==> config.mk <==
export PLATFORM = sky130hd
export DESIGN_NAME = mult_div_unit
export DESIGN_NICKNAME = d
export VERILOG_FILES = /design/src/rtl/mult_div_unit.sv
export SDC_FILE = /design/constraint.sdc
export NUM_CORES = 2
export LEC_CHECK = 0
export CORE_ASPECT_RATIO = 0.9
export CORE_UTILIZATION = 25
export CTS_CLUSTER_SIZE = 14
export DETAILED_ROUTE_END_ITERATION = 8
export PLACE_DENSITY = 0.38
export SLEW_MARGIN = 0
export SYNTH_ARGS = -nofsm -noshare
export SYNTH_HDL_FRONTEND = slang
export SYNTH_SLANG_ARGS = --single-unit
export TNS_END_PERCENT = 20
==> constraint.sdc <==
create_clock -name clk -period 18 [get_ports clk]
set_clock_uncertainty 0.1 [all_clocks]
set_input_delay 3.6 -clock clk [delete_from_list [all_inputs] [get_ports clk]]
set_output_delay 3.6 -clock clk [all_outputs]
set_load 0.05 [all_outputs]
==> src/rtl/mult_div_unit.sv <==
// mult_div_unit: multi-cycle integer multiply/divide unit for the execute stage.
// It owns the architectural HI/LO registers. MULT/MULTU take one busy cycle,
// DIV/DIVU run a 32-step radix-2 restoring divide plus one sign-fix cycle, and
// MTHI/MTLO write HI/LO directly.
//
// Ports:
//   clk    rising-edge clock
//   reset  synchronous, active-high; beats flush and start
//   start  request valid, sampled only while busy=0
//   op     0=MULT 1=MULTU 2=DIV 3=DIVU 4=MTHI 5=MTLO (6,7 no-op)
//   a      rs operand: multiplicand, dividend or MT source
//   b      rt operand: multiplier or divisor
//   flush  abort the in-flight operation; also drops a same-cycle start
//   busy   operation in flight, start ignored
//   done   one-cycle pulse after HI/LO take a MULT/DIV result
//   hi/lo  architectural HI and LO registers
module mult_div_unit #(
  parameter int DIV_ITER = 32
) (
  input  logic        clk,
  input  logic        reset,
  input  logic        start,
  input  logic [2:0]  op,
  input  logic [31:0] a,
  input  logic [31:0] b,
  input  logic        flush,
  output logic        busy,
  output logic        done,
  output logic [31:0] hi,
  output logic [31:0] lo
);

  typedef enum logic [1:0] {IDLE, MUL, DIV, FIX} state_t;

  localparam logic [2:0] OP_MULT  = 3'd0;
  localparam logic [2:0] OP_MULTU = 3'd1;
  localparam logic [2:0] OP_DIV   = 3'd2;
  localparam logic [2:0] OP_DIVU  = 3'd3;
  localparam logic [2:0] OP_MTHI  = 3'd4;
  localparam logic [2:0] OP_MTLO  = 3'd5;

  localparam logic [5:0] LAST_ITER = 6'(DIV_ITER - 1);

  // Two's-complement negation, modulo 2^32.
  function automatic logic [31:0] neg32(input logic [31:0] x);
    return ~x + 32'd1;
  endfunction

  state_t             state_q, state_d;
  logic [5:0]         cnt_q, cnt_d;
  logic [31:0]        hi_q, hi_d;
  logic [31:0]        lo_q, lo_d;
  logic               done_q, done_d;
  logic signed [32:0] mul_a_q, mul_a_d;
  logic signed [32:0] mul_b_q, mul_b_d;
  logic [31:0]        dvd_q, dvd_d;   // dividend bits shift out, quotient bits shift in
  logic [31:0]        dvs_q, dvs_d;
  logic [32:0]        rem_q, rem_d;
  logic               qneg_q, qneg_d;
  logic               rneg_q, rneg_d;

  logic signed [63:0] prod;
  logic [33:0]        rem_sh;
  logic [32:0]        rem_sub;
  logic               rem_ge;
  logic               is_div;
  logic               a_neg;
  logic               b_neg;

  // Both operands are 33-bit signed, so MULTU zero-extension multiplies correctly
  // through the same signed multiplier.
  assign prod    = 64'(mul_a_q) * 64'(mul_b_q);

  // One restoring step: shift in the next dividend bit, keep the difference if it
  // did not go negative.
  assign rem_sh  = {rem_q, dvd_q[31]};
  assign rem_ge  = rem_sh >= {2'b00, dvs_q};
  assign rem_sub = rem_sh[32:0] - {1'b0, dvs_q};

  assign is_div  = (op == OP_DIV);
  assign a_neg   = is_div & a[31];
  assign b_neg   = is_div & b[31];

  always_comb begin
    state_d = state_q;
    cnt_d   = cnt_q;
    hi_d    = hi_q;
    lo_d    = lo_q;
    done_d  = 1'b0;
    mul_a_d = mul_a_q;
    mul_b_d = mul_b_q;
    dvd_d   = dvd_q;
    dvs_d   = dvs_q;
    rem_d   = rem_q;
    qneg_d  = qneg_q;
    rneg_d  = rneg_q;

    case (state_q)
      IDLE: begin
        if (start && !flush) begin
          case (op)
            OP_MULT: begin
              mul_a_d = {a[31], a};
              mul_b_d = {b[31], b};
              state_d = MUL;
            end
            OP_MULTU: begin
              mul_a_d = {1'b0, a};
              mul_b_d = {1'b0, b};
              state_d = MUL;
            end
            OP_DIV, OP_DIVU: begin
              dvd_d   = a_neg ? neg32(a) : a;
              dvs_d   = b_neg ? neg32(b) : b;
              rem_d   = '0;
              // With a zero divisor the raw quotient is all ones and must stay so;
              // the remainder path already returns the original dividend.
              qneg_d  = (a_neg ^ b_neg) && (b != 32'd0);
              rneg_d  = a_neg;
              cnt_d   = '0;
              state_d = DIV;
            end
            OP_MTHI: hi_d = a;
            OP_MTLO: lo_d = a;
            default: ;
          endcase
        end
      end
      MUL: begin
        state_d = IDLE;
        if (!flush) begin
          hi_d   = prod[63:32];
          lo_d   = prod[31:0];
          done_d = 1'b1;
        end
      end
      DIV: begin
        if (flush) begin
          state_d = IDLE;
        end else begin
          rem_d = rem_ge ? rem_sub : rem_sh[32:0];
          dvd_d = {dvd_q[30:0], rem_ge};
          cnt_d = cnt_q + 6'd1;
          if (cnt_q == LAST_ITER) state_d = FIX;
        end
      end
      FIX: begin
        state_d = IDLE;
        if (!flush) begin
          lo_d   = qneg_q ? neg32(dvd_q) : dvd_q;
          hi_d   = rneg_q ? neg32(rem_q[31:0]) : rem_q[31:0];
          done_d = 1'b1;
        end
      end
      default: state_d = IDLE;
    endcase
  end

  always_ff @(posedge clk) begin
    if (reset) begin
      state_q <= IDLE;
      cnt_q   <= '0;
      hi_q    <= '0;
      lo_q    <= '0;
      done_q  <= 1'b0;
      mul_a_q <= '0;
      mul_b_q <= '0;
      dvd_q   <= '0;
      dvs_q   <= '0;
      rem_q   <= '0;
      qneg_q  <= 1'b0;
      rneg_q  <= 1'b0;
    end else begin
      state_q <= state_d;
      cnt_q   <= cnt_d;
      hi_q    <= hi_d;
      lo_q    <= lo_d;
      done_q  <= done_d;
      mul_a_q <= mul_a_d;
      mul_b_q <= mul_b_d;
      dvd_q   <= dvd_d;
      dvs_q   <= dvs_d;
      rem_q   <= rem_d;
      qneg_q  <= qneg_d;
      rneg_q  <= rneg_d;
    end
  end

  assign busy = (state_q != IDLE);
  assign done = done_q;
  assign hi   = hi_q;
  assign lo   = lo_q;

endmodule

---- Yosys cells after proc, flatten, opt, wreduce, memory -nomap -nowiden ----
Index checks and enable logic that the tools add are counted.
word-level totals
  register bits after elaboration ......... 238
  output and inout bits ................... 66
operators by class
  add/sub/neg operators ................... 6
  $mul .................................... 1
  order comparisons ....................... 1
  eq/ne operators ......................... 18
  muxes and demuxes ....................... 35
  bitwise gates (word level) .............. 8
  reductions and logical operators ........ 20
operators with widths
  cell                   number
  $mux 32                15
  $pmux 33 s2            3
  $pmux 32 s3            2
  $mux 33                4
  $add 32x1->32 const B  4
  $not 32->32            4
  $mul 33x33->64         1
  $pmux 32 s2            1
  $ge 34x32->1           1
  $sub 33x32->33         1
  $reduce_bool 32->1     1
  $mux 6                 3
  $pmux 6 s2             1
  $reduce_and 5->1       2
  $reduce_and 3->1       3
  $ne 2x2->1 const B     4
  $reduce_or 2->1        4
  $add 6x1->6 const B    1
  $eq 3x2->1 const B     2
  $eq 3x3->1 const B     2
  $eq 6x5->1 const B     1
  $mux 2                 3
  $ne 2x1->1 const B     3
  $pmux 2 s3             1
  17 further kinds       22

---- Depth between registers and ports, before layout ----
  word-level depth ........................ 6
  gate-level depth with buffers ........... 29
  mapped depth without buffers ............ 27

---- Least setup slack after synthesis ----
Ideal clock, no wire load.
  path kind ............................... reg2reg
  start point ............................. reg mul_b_q[0]
  end point ............................... reg hi_q[28] (netlist: hi[28])
  arrival time ............................ 7.487 ns
  required time ........................... 17.768 ns
  path slack .............................. 10.281 ns
  cell stages (with the launch flop) ...... 26
  path through ............................ dfxtp_1 clkbuf_1 nand2_1 inv_1 fa_1 fa_1 fa_1 fa_1 inv_1 fa_1 inv_1 fa_1 inv_1 fa_1 fa_1 inv_1 ha_1 a21o_1 a21o_1 a21oi_1 o21ai_0 a21o_1 a221oi_1 xnor2_1 a2111oi_0 nor3_1
between the ends
  cells in the longest elaborated chain, start to end .. 3
ends and longest elaborated chain
  item                    line  text
  from (decl)             55    logic signed [32:0] mul_b_q, mul_b_d;
  from (signal assigned)  180   mul_b_q <= mul_b_d;
  $mul 33x33->64          72    assign prod = 64'(mul_a_q) * 64'(mul_b_q);
  $mux 32                 131   if (!flush) begin
  $pmux 32 s3             98    case (state_q)
  to (signal assigned)    176   hi_q <= hi_d;
  to (decl)               51    logic [31:0] hi_q, hi_d;
Every way passes these cells. The select of a mux whose other input is x is not followed.
A chain may end at the register's enable or synchronous reset.

---- Worst setup path after layout ----
  start point ............................. reg mul_b_q[0]
  end point ............................... reg hi_q[26] (netlist: hi[26])
Same word-level chain as after synthesis.

==> impl_metrics.ini <==
[cts]
clock-sinks = 238
worstSkewPairLatency_ns = 0.57
cts_max_level = 2
post_cts_buffers = 0
numCtsBuffers = 35
cts_resized = 0
clkSlewWorstSetupHoldPaths_ns = 0.06
clock_path_buffers = 3
cts_root_buf = clkbuf_16
cts_tree = built
ctsHoldBuffers = 0

[timing]
setup_slack_ns = 7.93
fin_crit_sh_pct = 55.9
maxSlewViolCount = 0
max_slew_margin_pct = 11.9
worst_slew_pin_slew_ns = 1.32
post-route-min-period_ns = 10.07
setup_tns_ns = 0
grt_setup_unrepaired = no
setup_viol = 0
hold_viol_final = 0
fmax_mhz = 99.3

[place]
dp_hpwl_um = 150000
pre_cts_ws_ns = 8.06
io_buffers = 136
globalplace.congestion = 0.841

[logic_synthesis]
synth_compound_area_share_pct = 9.01
synth_area_um2 = 52400
synth.area.top_cells = fa_1, dfxtp_1, inv_1
synthMuxAreaShare_pct = 0.764
synthAdderAreaFrac_pct = 49.0
syn_inst = 6036
syn_avg_cell_area_um2 = 8.68
synth_xor_xnor_area_share_pct = 3.63
yosys.area.top_type = fa_1
ys_async_sr_fraction_pct = 0
yosysTopAreaCellShare_pct = 43.0
synth_top_family_by_area = adder cells
yosysWarnings = 0
syn-num-nets = 7482
synth_flop_cell = dfxtp_1
synthSimpleGateAreaFrac_pct = 17.6
seq_area_frac_synth_pct = 9.10
synth_seq_cells = 238
yosys.cell_types.count = 76
synth_edf_count = 0

[job]
maxCapViolCount = 0

[floorplan]
die_w_um = 484
io_pins = 137
initial_core_util_pct = 25.1
rows = 159
core_um2 = 208000
die_area_um2 = 211000
die_h_um = 436

[worst_setup_path]
cp_data_arrival_time_ns = 10.36
worst_path_max_delay_cell = dfxtp_1
cp-start-kind = flop
path_max_fanout = 19
crit_family = adder cells
cp_data_required_time_ns = 18.29
slowest_delay_ns = 0.97
end_kind = flop
cpMostUsedCell = fa_1
crit_buf_inv = 5
crit_chain = nand2_1 -> inv_1 -> fa_1 -> fa_1 -> fa_1 -> fa_1 -> inv_1 -> fa_1 -> inv_1 -> fa_1 -> fa_1 -> inv_1 -> fa_1 -> inv_1 -> ha_1 -> and4_1 -> o21ai_0 -> a31oi_1 -> o211ai_1 -> a21oi_1 -> a21oi_1 -> xnor2_1 -> a2111oi_2 -> nor3_1
crit_type = flop to flop

[drt]
vias = 40000
drc = 0
viasPerCell = 4.58
drt_iter0_markers = 2283
routed_wl_um = 186000
wl_per_cell_um = 21.3
drt_pass1_iterations = 7
drtAntennaViolNets = 0

[power]
irDropWorstVdd_mv = 0.0587
total_power_mw = 1.67
p_leak_nw = 27.1
p_per_area_nw_per_um2 = 29.0

[final_layout]
multiInputGateArea_um2 = 41900
seqCellArea_um2 = 4770
final_layout_size_suffix_gt1_share_pct = 3.32
final_cell_mix = inv_1, fa_1, nand2_1, and2_1, a21oi_1
syn_to_final_growth_pct = 10.4
nNetsFinal = 7411
layout_commonest_cell = inv_1
fill_cells = 22600

[grt]
grt_max_degree = 86
antenna_found_initial = 7
overflow = 0
grt_pass1_wl_um = 285000
grt_pass1_vias = 43000
grt_use_total_pct = 17.8

[worst_hold_path]
hold_path_class = flop to flop

[run_status]
status = finished, final reports clean
[worst min-delay path: cells and delay by family, from the launching register on]
kind / cells / cell delay (ns)
AO/OA/AOI/OAI: 1 / 0.05
flip-flops: 1 / 0.30
AND/OR/NAND/NOR: 1 / 0.05
[area by class of cell]
| type | instances | share of cell area [%] |
|---|---|---|
| Inverter | 1176 | 7.63 |
| Antenna cell | 5 | 0.0216 |
| Tap cell | 2737 | 5.92 |
| Timing Repair Buffer | 240 | 3.71 |
| Clock inverter | 7 | 0.164 |
| Clock buffer | 53 | 1.80 |
| Multi-Input combinational cell | 4274 | 72.5 |
| Sequential cell | 238 | 8.25 |
[through the flow]
| stage | instances | area, um^2 | hold WS [ns] | utilization, % |
|---|---|---|---|---|
| after global placement | 8665 | 56700 | 0.342 | 27.2 |
| final | 8730 | 57800 | 0.353 | 27.7 |
| after floorplan | 6036 | 52400 | 0.336 | - |
| after CTS | 8725 | 57800 | 0.355 | 27.7 |
| after global routing | 8725 | 57800 | 0.367 | 27.7 |
| after detailed placement | 8665 | 56700 | 0.346 | 27.2 |
[Yosys cell counts (all sizes together), types with 7 or more instances]
| master | instances |
|---|---|
| a2111oi | 8 |
| a211oi | 51 |
| a21o | 38 |
| a21oi | 262 |
| a22oi | 7 |
| a311oi | 25 |
| a31oi | 18 |
| and2 | 545 |
| and3 | 16 |
| buf | 12 |
| clkbuf | 336 |
| dfxtp | 238 |
| fa | 1126 |
| ha | 249 |
| inv | 1176 |
| mux2i | 40 |
| nand2 | 867 |
| nand2b | 36 |
| nand3 | 39 |
| nand4 | 20 |
| nor2 | 210 |
| nor2b | 44 |
| nor3 | 56 |
| nor4 | 21 |
| o211ai | 37 |
| o21a | 17 |
| o21ai | 137 |
| o21bai | 14 |
| o221ai | 7 |
| o22ai | 8 |
| o31ai | 29 |
| o41ai | 24 |
| or2 | 7 |
| or3 | 14 |
| or4 | 13 |
| xnor2 | 121 |
| xor2 | 96 |
[layer usage]
metal | wire length, um | track usage (%)
met1 | 87300 | 25.0
met2 | 90600 | 30.5
met3 | 5650 | 1.19
met4 | 2830 | 2.60
met5 | 0 | 0
[final timing paths]
check                                  from          end  slack, ns  cells past startpoint
worst max-delay path             mul_b_q[0]       hi[26]       7.93                     24
worst min-delay path            mul_a_q[14]  mul_a_q[14]       0.35                      2
worst max register to register   mul_b_q[0]       hi[26]       7.93                     24
worst min register to register  mul_a_q[14]  mul_a_q[14]       0.35                      2
[report_power, final]
| group | internal, mW | switching (mW) |
|---|---|---|
| clock network | 0.427 | 0.288 |
| logic | 0.138 | 0.266 |
| registers | 0.539 | 0.0157 |
| total | 1.10 | 0.570 |
[cells by family (layout without fill, tap and decap cells)]
group,count (synthesis),count (layout)
fa+ha+maj,1375,1375
mux,40,40
simple gates,1905,1905
xor+xnor,217,217
flops,238,238
other cells,0,5
buf+inv,1524,1476
compound gates,737,737
[sequential cells by signal, summed over array words and instances (netlist names)]
name / cells
rneg_q: 1
mul_b_q: 33
hi: 32
qneg_q: 1
done: 1
rem_q: 33
dvd_q: 32
dvs_q: 32
mul_a_q: 33
cnt_q: 6
lo: 32
state_q: 2
(Power assumes the default switching activity.)
